[src/rtl/udatapath_pkg.sv]
// Shared definitions for the pipelined micro-datapath: ALU/shift codes,
// flag bit positions and a constant-evaluable ceil(log2) helper.
package udatapath_pkg;

    typedef enum logic [3:0] {
        AluAdd   = 4'd0,
        AluSub   = 4'd1,
        AluAnd   = 4'd2,
        AluOr    = 4'd3,
        AluXor   = 4'd4,
        AluNot   = 4'd5,
        AluPassA = 4'd6,
        AluPassB = 4'd7,
        AluInc   = 4'd8,
        AluDec   = 4'd9
    } alu_op_e;

    typedef enum logic [1:0] {
        ShNone = 2'd0,
        ShShl1 = 2'd1,
        ShShr1 = 2'd2,
        ShRor1 = 2'd3
    } shift_op_e;

    // Bit positions inside the internal (active-high) flag vector
    localparam int unsigned FlagZ    = 0;
    localparam int unsigned FlagN    = 1;
    localparam int unsigned FlagC    = 2;
    localparam int unsigned FlagV    = 3;
    localparam int unsigned NumFlags = 4;

    // Smallest r with 2**r >= value
    function automatic int unsigned clog2(input int unsigned value);
        int unsigned r;
        r = 0;
        while ((32'd1 << r) < value) begin
            r = r + 1;
        end
        return r;
    endfunction

endpackage

[src/rtl/cc_alu_shift.sv]
// Combinational ALU followed by a single-bit shifter, producing the
// result and active-high C/V/N/Z flags.
module cc_alu_shift
    import udatapath_pkg::*;
#(
    parameter int unsigned DATAWIDTH_BUS = 8
) (
    input  logic [DATAWIDTH_BUS-1:0] a_i,
    input  logic [DATAWIDTH_BUS-1:0] b_i,
    input  logic [3:0]               alu_op_i,
    input  logic [1:0]               shift_op_i,
    output logic [DATAWIDTH_BUS-1:0] result_o,
    output logic [NumFlags-1:0]      flags_o
);

    localparam int unsigned Msb = DATAWIDTH_BUS - 1;

    logic [DATAWIDTH_BUS-1:0] add_b;
    logic                     add_cin;
    logic                     arith;
    logic [DATAWIDTH_BUS:0]   sum;
    logic [DATAWIDTH_BUS-1:0] alu_res;
    logic                     carry;
    logic                     ovf;

    // ALU select, shared adder (SUB/DEC as A + ~B + 1), then post-shift and flags
    always_comb begin
        add_b    = b_i;
        add_cin  = 1'b0;
        arith    = 1'b0;
        alu_res  = a_i;
        case (alu_op_i)
            AluAdd:   arith = 1'b1;
            AluSub:   begin add_b = ~b_i; add_cin = 1'b1; arith = 1'b1; end
            AluAnd:   alu_res = a_i & b_i;
            AluOr:    alu_res = a_i | b_i;
            AluXor:   alu_res = a_i ^ b_i;
            AluNot:   alu_res = ~a_i;
            AluPassA: alu_res = a_i;
            AluPassB: alu_res = b_i;
            AluInc:   begin add_b = '0; add_cin = 1'b1; arith = 1'b1; end
            AluDec:   begin
                add_b   = ~DATAWIDTH_BUS'(1);
                add_cin = 1'b1;
                arith   = 1'b1;
            end
            default:  alu_res = a_i;
        endcase

        sum = {1'b0, a_i} + {1'b0, add_b} + {{DATAWIDTH_BUS{1'b0}}, add_cin};
        if (arith) begin
            alu_res = sum[Msb:0];
        end
        carry = arith & sum[DATAWIDTH_BUS];
        ovf   = arith & (a_i[Msb] == add_b[Msb]) & (sum[Msb] != a_i[Msb]);

        case (shift_op_i)
            ShShl1:  result_o = {alu_res[Msb-1:0], 1'b0};
            ShShr1:  result_o = {1'b0, alu_res[Msb:1]};
            ShRor1:  result_o = {alu_res[0], alu_res[Msb:1]};
            default: result_o = alu_res;
        endcase

        flags_o        = '0;
        flags_o[FlagC] = carry;
        flags_o[FlagV] = ovf;
        flags_o[FlagN] = result_o[Msb];
        flags_o[FlagZ] = (result_o == '0);
    end

endmodule

[src/rtl/udatapath_pipe.sv]
// Two-stage pipelined micro-datapath: general register file plus read-only
// constants, operand read with full forwarding (S1), ALU+shift into S2, and
// writeback on retire. Flags leave the block active-low.
module udatapath_pipe
    import udatapath_pkg::*;
#(
    parameter int unsigned DATAWIDTH_BUS       = 8,
    parameter int unsigned NUM_REG_GENERAL     = 4,
    parameter int unsigned NUM_REG_FIXED       = 2,
    parameter logic [NUM_REG_FIXED*DATAWIDTH_BUS-1:0] DATA_REGFIXED_INIT = {8'h0F, 8'h09},
    parameter int unsigned DISPLAY_INDEX       = NUM_REG_GENERAL - 1,
    parameter int unsigned DATAWIDTH_SELECTION = clog2(NUM_REG_GENERAL + NUM_REG_FIXED + 1)
) (
    input  logic                           uDataPathPipe_CLOCK_50,
    input  logic                           uDataPathPipe_Reset_InLow,
    input  logic                           uDataPathPipe_OpValid_InHigh,
    output logic                           uDataPathPipe_OpReady_OutHigh,
    input  logic                           uDataPathPipe_Stall_InHigh,
    input  logic [DATAWIDTH_SELECTION-1:0] uDataPathPipe_SelA_In,
    input  logic [DATAWIDTH_SELECTION-1:0] uDataPathPipe_SelB_In,
    input  logic [DATAWIDTH_SELECTION-1:0] uDataPathPipe_SelWrite_In,
    input  logic [3:0]                     uDataPathPipe_ALUSelection_In,
    input  logic [1:0]                     uDataPathPipe_ShiftSelection_In,
    output logic                           uDataPathPipe_ResultValid_OutHigh,
    output logic [DATAWIDTH_BUS-1:0]       uDataPathPipe_Result_Out,
    output logic [DATAWIDTH_BUS-1:0]       uDataPathPipe_DataBUSDisplay_Out,
    output logic                           uDataPathPipe_Overflow_OutLow,
    output logic                           uDataPathPipe_Carry_OutLow,
    output logic                           uDataPathPipe_Negative_OutLow,
    output logic                           uDataPathPipe_Zero_OutLow
);

    localparam int unsigned W  = DATAWIDTH_BUS;
    localparam int unsigned SW = DATAWIDTH_SELECTION;
    localparam int unsigned NG = NUM_REG_GENERAL;
    localparam int unsigned NF = NUM_REG_FIXED;

    logic stall;
    assign stall = uDataPathPipe_Stall_InHigh;

    // Architectural and pipeline state
    logic [NG-1:0][W-1:0]  regs_q, regs_d;
    logic                  s1_valid_q, s1_valid_d;
    logic [W-1:0]          s1_a_q, s1_a_d;
    logic [W-1:0]          s1_b_q, s1_b_d;
    logic [3:0]            s1_alu_q, s1_alu_d;
    logic [1:0]            s1_shift_q, s1_shift_d;
    logic [SW-1:0]         s1_dest_q, s1_dest_d;
    logic                  s2_valid_q, s2_valid_d;
    logic [W-1:0]          s2_result_q, s2_result_d;
    logic [NumFlags-1:0]   s2_flags_q, s2_flags_d;
    logic [SW-1:0]         s2_dest_q, s2_dest_d;

    // S1 execution result, used both for forwarding and for S2 capture
    logic [W-1:0]          ex_result;
    logic [NumFlags-1:0]   ex_flags;

    logic [1:0][SW-1:0]    rd_sel;
    logic [1:0][W-1:0]     rd_data;
    logic                  s1_fwd_ok;
    logic                  s2_fwd_ok;

    cc_alu_shift #(
        .DATAWIDTH_BUS (W)
    ) u_alu_shift (
        .a_i        (s1_a_q),
        .b_i        (s1_b_q),
        .alu_op_i   (s1_alu_q),
        .shift_op_i (s1_shift_q),
        .result_o   (ex_result),
        .flags_o    (ex_flags)
    );

    assign rd_sel[0] = uDataPathPipe_SelA_In;
    assign rd_sel[1] = uDataPathPipe_SelB_In;

    // Only ops that actually write a general register may be forwarded
    assign s1_fwd_ok = s1_valid_q && (s1_dest_q < SW'(NG));
    assign s2_fwd_ok = s2_valid_q && (s2_dest_q < SW'(NG));

    // Operand read: later assignments win, giving S1 > S2 > register file
    always_comb begin
        for (int p = 0; p < 2; p++) begin
            rd_data[p] = '0;
            for (int i = 0; i < int'(NG); i++) begin
                if (rd_sel[p] == SW'(i)) rd_data[p] = regs_q[i];
            end
            for (int i = 0; i < int'(NF); i++) begin
                if (rd_sel[p] == SW'(int'(NG) + i)) rd_data[p] = DATA_REGFIXED_INIT[i*W +: W];
            end
            if (s2_fwd_ok && (s2_dest_q == rd_sel[p])) rd_data[p] = s2_result_q;
            if (s1_fwd_ok && (s1_dest_q == rd_sel[p])) rd_data[p] = ex_result;
        end
    end

    // Next state: everything holds on stall; otherwise advance S1->S2->regfile
    always_comb begin
        regs_d      = regs_q;
        s1_valid_d  = s1_valid_q;
        s1_a_d      = s1_a_q;
        s1_b_d      = s1_b_q;
        s1_alu_d    = s1_alu_q;
        s1_shift_d  = s1_shift_q;
        s1_dest_d   = s1_dest_q;
        s2_valid_d  = s2_valid_q;
        s2_result_d = s2_result_q;
        s2_flags_d  = s2_flags_q;
        s2_dest_d   = s2_dest_q;
        if (!stall) begin
            s1_valid_d = uDataPathPipe_OpValid_InHigh;
            s1_a_d     = rd_data[0];
            s1_b_d     = rd_data[1];
            s1_alu_d   = uDataPathPipe_ALUSelection_In;
            s1_shift_d = uDataPathPipe_ShiftSelection_In;
            s1_dest_d  = uDataPathPipe_SelWrite_In;

            s2_valid_d = s1_valid_q;
            s2_dest_d  = s1_dest_q;
            // Result and flags hold through bubbles
            if (s1_valid_q) begin
                s2_result_d = ex_result;
                s2_flags_d  = ex_flags;
            end

            if (s2_valid_q) begin
                for (int i = 0; i < int'(NG); i++) begin
                    if (s2_dest_q == SW'(i)) regs_d[i] = s2_result_q;
                end
            end
        end
    end

    // State registers with asynchronous active-low reset
    always_ff @(posedge uDataPathPipe_CLOCK_50 or negedge uDataPathPipe_Reset_InLow) begin
        if (!uDataPathPipe_Reset_InLow) begin
            regs_q      <= '0;
            s1_valid_q  <= 1'b0;
            s1_a_q      <= '0;
            s1_b_q      <= '0;
            s1_alu_q    <= '0;
            s1_shift_q  <= '0;
            s1_dest_q   <= '0;
            s2_valid_q  <= 1'b0;
            s2_result_q <= '0;
            s2_flags_q  <= '0;
            s2_dest_q   <= '0;
        end else begin
            regs_q      <= regs_d;
            s1_valid_q  <= s1_valid_d;
            s1_a_q      <= s1_a_d;
            s1_b_q      <= s1_b_d;
            s1_alu_q    <= s1_alu_d;
            s1_shift_q  <= s1_shift_d;
            s1_dest_q   <= s1_dest_d;
            s2_valid_q  <= s2_valid_d;
            s2_result_q <= s2_result_d;
            s2_flags_q  <= s2_flags_d;
            s2_dest_q   <= s2_dest_d;
        end
    end

    assign uDataPathPipe_OpReady_OutHigh     = ~stall;
    assign uDataPathPipe_ResultValid_OutHigh = s2_valid_q & ~stall;
    assign uDataPathPipe_Result_Out          = s2_result_q;
    assign uDataPathPipe_DataBUSDisplay_Out  = regs_q[DISPLAY_INDEX];
    assign uDataPathPipe_Overflow_OutLow     = ~s2_flags_q[FlagV];
    assign uDataPathPipe_Carry_OutLow        = ~s2_flags_q[FlagC];
    assign uDataPathPipe_Negative_OutLow     = ~s2_flags_q[FlagN];
    assign uDataPathPipe_Zero_OutLow         = ~s2_flags_q[FlagZ];

endmodule

[config.mk]
export PLATFORM = sky130hd
export DESIGN_NAME = udatapath_pipe
export DESIGN_NICKNAME = d
export VERILOG_FILES = /design/src/rtl/udatapath_pkg.sv /design/src/rtl/cc_alu_shift.sv /design/src/rtl/udatapath_pipe.sv
export SDC_FILE = /design/constraint.sdc
export NUM_CORES = 1
export LEC_CHECK = 0
export BUFFER_PORTS_ARGS = -buffer_cell sky130_fd_sc_hd__buf_2
export CAP_MARGIN = 20
export CORE_MARGIN = 3
export CORE_UTILIZATION = 50
export DETAILED_ROUTE_END_ITERATION = 10
export PLACE_DENSITY_LB_ADDON = 0.3
export SYNTH_ARGS = -nofsm -noshare
export SYNTH_HDL_FRONTEND = slang
export SYNTH_SLANG_ARGS = --single-unit
[constraint.sdc]
create_clock -name uDataPathPipe_CLOCK_50 -period 8.9 [get_ports uDataPathPipe_CLOCK_50]
set_clock_uncertainty 0.1 [all_clocks]
set_input_delay 2.67 -clock uDataPathPipe_CLOCK_50 [delete_from_list [all_inputs] [get_ports uDataPathPipe_CLOCK_50]]
set_output_delay 2.67 -clock uDataPathPipe_CLOCK_50 [all_outputs]
set_load 0.02 [all_outputs]
==> results of run 1 <==
==> how the worst min path moves through the flow <==
stage                                          from                   endpoint  cells after the start  slack, ns
after floorplan           s2_flags_q[3]$_DFFE_PN0P_  s2_flags_q[3]$_DFFE_PN0P_                      2       0.34
after global placement    s2_flags_q[3]$_DFFE_PN0P_  s2_flags_q[3]$_DFFE_PN0P_                      2       0.37
after detailed placement  s2_flags_q[0]$_DFFE_PN0P_  s2_flags_q[0]$_DFFE_PN0P_                      2       0.37
after CTS                 s2_flags_q[3]$_DFFE_PN0P_  s2_flags_q[3]$_DFFE_PN0P_                      2       0.39
after global routing       s2_dest_q[2]$_DFFE_PN0N_   s2_dest_q[2]$_DFFE_PN0N_                      1       0.42
final                     s2_flags_q[3]$_DFFE_PN0P_  s2_flags_q[3]$_DFFE_PN0P_                      2       0.39
==> critical path, cell delays in order <==
cell and delay, ns:
buf_2 0.51, clkinv_1 0.55, buf_2 0.31
==> metal layers <==
metal	vias up	share of wire, %
li1	2073	-
met1	2135	46
met2	105	48
met3	12	4.0
met4	0	1.1
met5	-	0
==> sequential cells by signal, summed over array words and instances (netlist names), 2 cells and up <==
| register | count |
|---|---|
| regs_q | 24 |
| s1_a_q | 8 |
| s1_alu_q | 4 |
| s1_b_q | 8 |
| s1_dest_q | 3 |
| s1_shift_q | 2 |
| s2_dest_q | 3 |
| s2_flags_q | 4 |
| uDataPathPipe_DataBUSDisplay_Out | 8 |
| uDataPathPipe_Result_Out | 7 |
==> power by group <==
part	leakage, nW	total (mW)	internal, mW	switching [mW]
Combinational	1.46	0.589	0.277	0.312
Sequential	0.932	0.558	0.433	0.125
Clock	0.0932	0.232	0.115	0.117
Total	2.48	1.38	0.825	0.554
==> cells in the mapped netlist (11+ instances only) <==
cell,number,area (µm²)
clkbuf_1,24,90.09
dfrtp_1,73,1827
buf_2,11,55.05
mux2i_1,18,180.2
inv_1,31,116.4
mux2_2,52,585.6
ha_1,23,287.8
o211ai_1,11,82.58
nor2_1,25,93.84
o21ai_0,54,270.3
nor2b_1,11,68.82
nand2_1,51,191.4
nand2b_1,12,75.07
a21oi_1,27,135.1
==> logic make-up after synthesis <==
family | Yosys count | share of synthesized area, %
compound gates | 161 | 19.66
xor+xnor | 11 | 1.804
fa+ha+maj | 25 | 6.139
buf+inv | 80 | 6.795
flops | 73 | 34.21
mux | 78 | 17.71
simple gates | 143 | 13.68
==> cell type report <==
class	instances	area share, %
Multi-Input combinational cell	418	55.48
Clock buffer	13	2.787
Timing Repair Buffer	46	4.345
Sequential cell	73	32.04
Inverter	32	2.107
Tap cell	136	2.984
Clock inverter	3	0.2633
==> stage by stage <==
stage	instances	area, µm²	worst slack [ns]
floorplan	571	5340	2.763
global placement	704	5520	2.151
detailed placement	704	5520	2.117
CTS	720	5694	2.108
global route	721	5702	1.973
finish	721	5702	2.076
==> results_dict.tcl, run 1 <==
set metrics [dict create \
    outcome "finished clean" \
    start_kind "input pin" \
    antenna_left 0 \
    grt_pass1_vias 4027 \
    worstMarginPinSlew_ns 0.9244 \
    maxSlewViolCount 0 \
    crit_required_ns 6.13 \
    clkSinkCount 73 \
    total_power_mw 1.379 \
    path_clk_slew_ns 0.07 \
    ff2ff_path_depth 16 \
    hold_viol_final 0 \
    report.final.setup_viol 0 \
    timing.rr.end "s1_a_q[7]$_DFFE_PN0N_" \
    area_growth_pct 6.771 \
    yosysUniqueCellTypes 69 \
    use_met1_pct 29.91 \
    cts_root_buffer "clkbuf_8" \
    grt_use_met2_pct 34.66 \
    first_pass_iters 5 \
    io-pin-count 41 \
    n_antenna_cell 0 \
    vias 4325 \
    antenna_found_initial 0 \
    dp_hpwl_um 8963 \
    period_share_pct 76.68 \
    core_area_mm2 0.01037 \
    synth-seq-cells 73 \
    synth_top_flop_cell "dfrtp_1" \
    holdWs_ns 0.3867 \
    fmax_ghz 0.1465 \
    avgRoutedWirePerCell_um 17.41 \
    regArea_mm2 0.001827 \
    timing.max_slew.rel_slack_pct 38.37 \
    layout_commonest_cell "dfrtp_1" \
    cts_tree "done" \
    critPathArrivalTime_ns 4.05 \
    drtIter0Drc 312 \
    syn_nets 615 \
    fill_cells 959 \
    holdBufCountCts 0 \
    initial_core_util_pct 51.50 \
    grt_pass1_wl_um 20440 \
    r2r_setup_slack_ns 4.53 \
    maxCapViolCount 0 \
    syn_inst 571 \
    dieWidth_um 109.3 \
    numCtsBuffers 9 \
    cts_buffer_depth 2 \
    gr-total-overflow 0 \
    h-tree-depth 3 \
    gp_congestion 0.8636 \
    grt_max_degree 74 \
    nets 624 \
    drc 0 \
    seq_area_frac_synth_pct 34.21 \
    setup.worst_path.end "uDataPathPipe_OpReady_OutHigh" \
    rsz0062_at_grt "false" \
    critPathMaxFanout 34 \
    routed_wl_um 12560 \
    portBuffers 40 \
    crit_type "in2out" \
    power.leakage_nw 2.482 \
    fp-row-count 37 \
    drive_gt1_share_pct 22.22 \
    post_cts_buffers 0 \
    fin_util_pct 54.98 \
    die_h_um 109.3 \
    vdd_drop_max_mv 0.1811 \
    synth_edf_count 0 \
    yosysWarnings 0 \
    use_met3_pct 3.464 \
    synthArstFlopShare_pct 100.0 \
    grt_usage_pct 21.66 \
    synth_area_mm2 0.005340 \
    avgViaCountPerCell 5.999 \
    clock_latency_ns 0.35 \
    worstSetupStartpoint "uDataPathPipe_Stall_InHigh" \
    timing.rr.start "s1_alu_q[2]$_DFFE_PN0N_" \
    cts_resized 0 \
    period_minus_slack_ns 6.824 \
    power_per_cell_area_mw_per_mm2 241.8 \
    fin_tns_setup_ns 0 \
    multi_input_comb_area_mm2 0.003163 \
    grt-busiest-layer "met2" \
    layout_common_cells "73 x dfrtp_1, 54 x o21ai_0, 52 x mux2_2, 51 x nand2_1, 39 x buf_2" \
    hp-class "reg2reg" \
    dieArea_mm2 0.01196 \
    avgSynthCellArea_um2 9.352 \
    end_kind "primary output" \
]
(Power assumes the default switching activity.)
==> inputs of run 2 (changes only) <==
Settings changed: ABC_AREA from default to 1.
Clock period 8.9 ns to 5.52 ns, I/O delays scaled along.
==> results_dict.tcl, run 2 <==
set metrics [dict create \
    vias 5255 \
    holdBufCountCts 0 \
    yosysUniqueCellTypes 37 \
    fill_cells 984 \
    drtIter0Drc 508 \
    synth_xor_xnor_area_share_pct 1.189 \
    yosys-top-cells-count "197 x nand2_1, 107 x inv_1, 104 x o21ai_0, 73 x dfrtp_1, 56 x nor2_1" \
    synth_area_leaders "dfrtp_1 35%, nand2_1 14%, o21ai_0 10%" \
    portBuffers 40 \
    antenna_left 0 \
    final_area_mm2 0.005645 \
    outcome "finished clean" \
    ff2ff_path_depth 22 \
    maxCapViolCount 0 \
    synthAdderAreaFrac_pct 6.356 \
    layout_commonest_cell "nand2_1" \
    fmax_ghz 0.2456 \
    yosys.area_share.simple_pct 27.39 \
    core_area_mm2 0.009910 \
    maxSlewViolCount 0 \
    power.leakage_nw 2.862 \
    hold_viol_final 0 \
    dieArea_mm2 0.01157 \
    path_clk_slew_ns 0.08 \
    crit_type "in2out" \
    drc 0 \
    grt_max_degree 42 \
    io-pin-count 41 \
    largest_reg_flops 24 \
    holdWs_ns 0.3946 \
    timing.max_slew.rel_slack_pct 36.35 \
    fp-row-count 36 \
    start_kind "input pin" \
    clkSinkCount 73 \
    vdd_drop_max_mv 0.2205 \
    seq_area_frac_synth_pct 35.42 \
    clock_latency_ns 0.37 \
    cts_resized 0 \
    dieWidth_um 107.6 \
    fin_ws_ns 1.448 \
    synth-seq-cells 73 \
    nets 825 \
    avgRoutedWirePerCell_um 16.53 \
    routed_wl_um 15190 \
    critPathArrivalTime_ns 2.32 \
    area_growth_pct 9.461 \
    synth_edf_count 0 \
    avgViaCountPerCell 5.718 \
    layout_common_cells "197 x nand2_1, 107 x inv_1, 104 x o21ai_0, 73 x dfrtp_1, 56 x nor2_1" \
    synth-compound-area-share_pct 18.70 \
    yosysTopAreaCell "dfrtp_1" \
    die_h_um 107.6 \
    regArea_mm2 0.001827 \
    holdPathStages 2 \
    dp_hpwl_um 11470 \
    synth.most_common_cell "nand2_1" \
    drive_gt1_share_pct 9.669 \
    synth_mux_area_share_pct 0 \
    synth_top_family_by_area "simple AND/OR/NAND/NOR gates" \
    power_per_cell_area_mw_per_mm2 368.6 \
    numCtsBuffers 9 \
    gp_congestion 0.9705 \
    yosysWarnings 0 \
    n_antenna_cell 0 \
    period_minus_slack_ns 4.072 \
    grt_pass1_wl_um 25020 \
    grt_pass1_vias 4916 \
    first_pass_iters 7 \
    antenna_found_initial 0 \
    synth_area_mm2 0.005157 \
    synthArstFlopShare_pct 100.0 \
    h-tree-depth 3 \
    period_share_pct 73.76 \
    placed_area_mm2 0.005398 \
    crit_required_ns 3.76 \
    syn_inst 756 \
    end_kind "primary output" \
    timing.rr.start "s1_alu_q[3]$_DFFE_PN0N_" \
    grt_usage_pct 27.64 \
    dp_slack_ns 1.445 \
    fin_tns_setup_ns 0 \
    report.final.setup_viol 0 \
    syn_nets 800 \
    cts_root_buffer "clkbuf_8" \
    gr-total-overflow 0 \
    hold_path_end "regs_q[1]$_DFFE_PN0P_" \
    hp-class "reg2reg" \
    critPathMaxFanout 21 \
    timing.rr.end "s1_b_q[6]$_DFFE_PN0N_" \
    yosysTopAreaCellShare_pct 35.42 \
    cts_tree "done" \
    worstMarginPinSlew_ns 0.9547 \
    largest-register "regs_q" \
    multi_input_comb_area_mm2 0.002766 \
    cts_buffer_depth 2 \
    rsz0062_at_grt "false" \
    initial_core_util_pct 52.05 \
    synth_top_flop_cell "dfrtp_1" \
    avgSynthCellArea_um2 6.822 \
    post_cts_buffers 0 \
    min-delay-start "regs_q[1]$_DFFE_PN0P_" \
    r2r_setup_slack_ns 1.86 \
]
run 2: cell types whose count changed in the layout (fill, tap and decap cells not counted), sizes merged, moves of 10 or more:
cell,previous run,this run
a21oi,27,37
o21ai,58,107
nand2,51,200
mux2,52,0
nand2b,12,0
inv,31,113
nor2b,12,0
nand3,6,52
nor2,25,64
nand4,0,11
mux2i,18,0
run 2: cells by family (layout without fill, tap and decap cells):
family / after synthesis / after routing
simple gates: 335 / 335
xor+xnor: 7 / 7
fa+ha+maj: 25 / 25
compound gates: 177 / 177
flops: 73 / 73
buf+inv: 139 / 169
run 2: critical path, stage by stage:
cell and delay (ns):
buf_2 0.23, nor2_1 0.23, buf_2 0.20
run 2: final cells by class:
class                      count  share of cell area [%]
tap                          133                   2.948
timing repair buffer          43                   3.945
sequential                    73                   32.36
clock buffer                   9                   2.194
inverter                     110                   7.358
multi-input combinational    544                   49.00
clock inverter                 7                   2.194
run 2: layer usage:
| layer | up-vias | GRT usage [%] | routed length (µm) |
|---|---|---|---|
| met1 | 2480 | 41.48 | 7073 |
| met3 | 27 | 5.939 | 1267 |
| li1 | 2513 | - | - |
| met2 | 235 | 40.81 | 6568 |
| met4 | 0 | 6.312 | 280 |
| met5 | - | 0 | 0 |
run 2: power breakdown:
part / switching [mW] / internal (mW)
Sequential: 0.148 / 0.678
Combinational: 0.486 / 0.234
Clock: 0.229 / 0.305
Total: 0.864 / 1.22
run 2: through the flow:
| step | total power, mW | utilization [%] | instances |
|---|---|---|---|
| floorplan | 1.318 | - | 756 |
| global placement | 1.508 | 54.47 | 903 |
| detailed placement | 1.537 | 54.47 | 903 |
| CTS | 2.074 | 56.97 | 919 |
| global route | 2.227 | 56.97 | 919 |
| finish | 2.081 | 56.97 | 919 |
run 2: worst max path at each step:
| stage | start | end | slack [ns] |
|---|---|---|---|
| 6_report | uDataPathPipe_Stall_InHigh | uDataPathPipe_ResultValid_OutHigh | 1.45 |
| 5_1_grt | uDataPathPipe_Stall_InHigh | uDataPathPipe_ResultValid_OutHigh | 1.40 |
| 4_1_cts | uDataPathPipe_Stall_InHigh | uDataPathPipe_ResultValid_OutHigh | 1.45 |
| 3_5_place_dp | uDataPathPipe_Stall_InHigh | uDataPathPipe_ResultValid_OutHigh | 1.45 |
| 3_3_place_gp | uDataPathPipe_Stall_InHigh | uDataPathPipe_ResultValid_OutHigh | 1.48 |
| 2_1_floorplan | uDataPathPipe_Stall_InHigh | uDataPathPipe_OpReady_OutHigh | 1.46 |
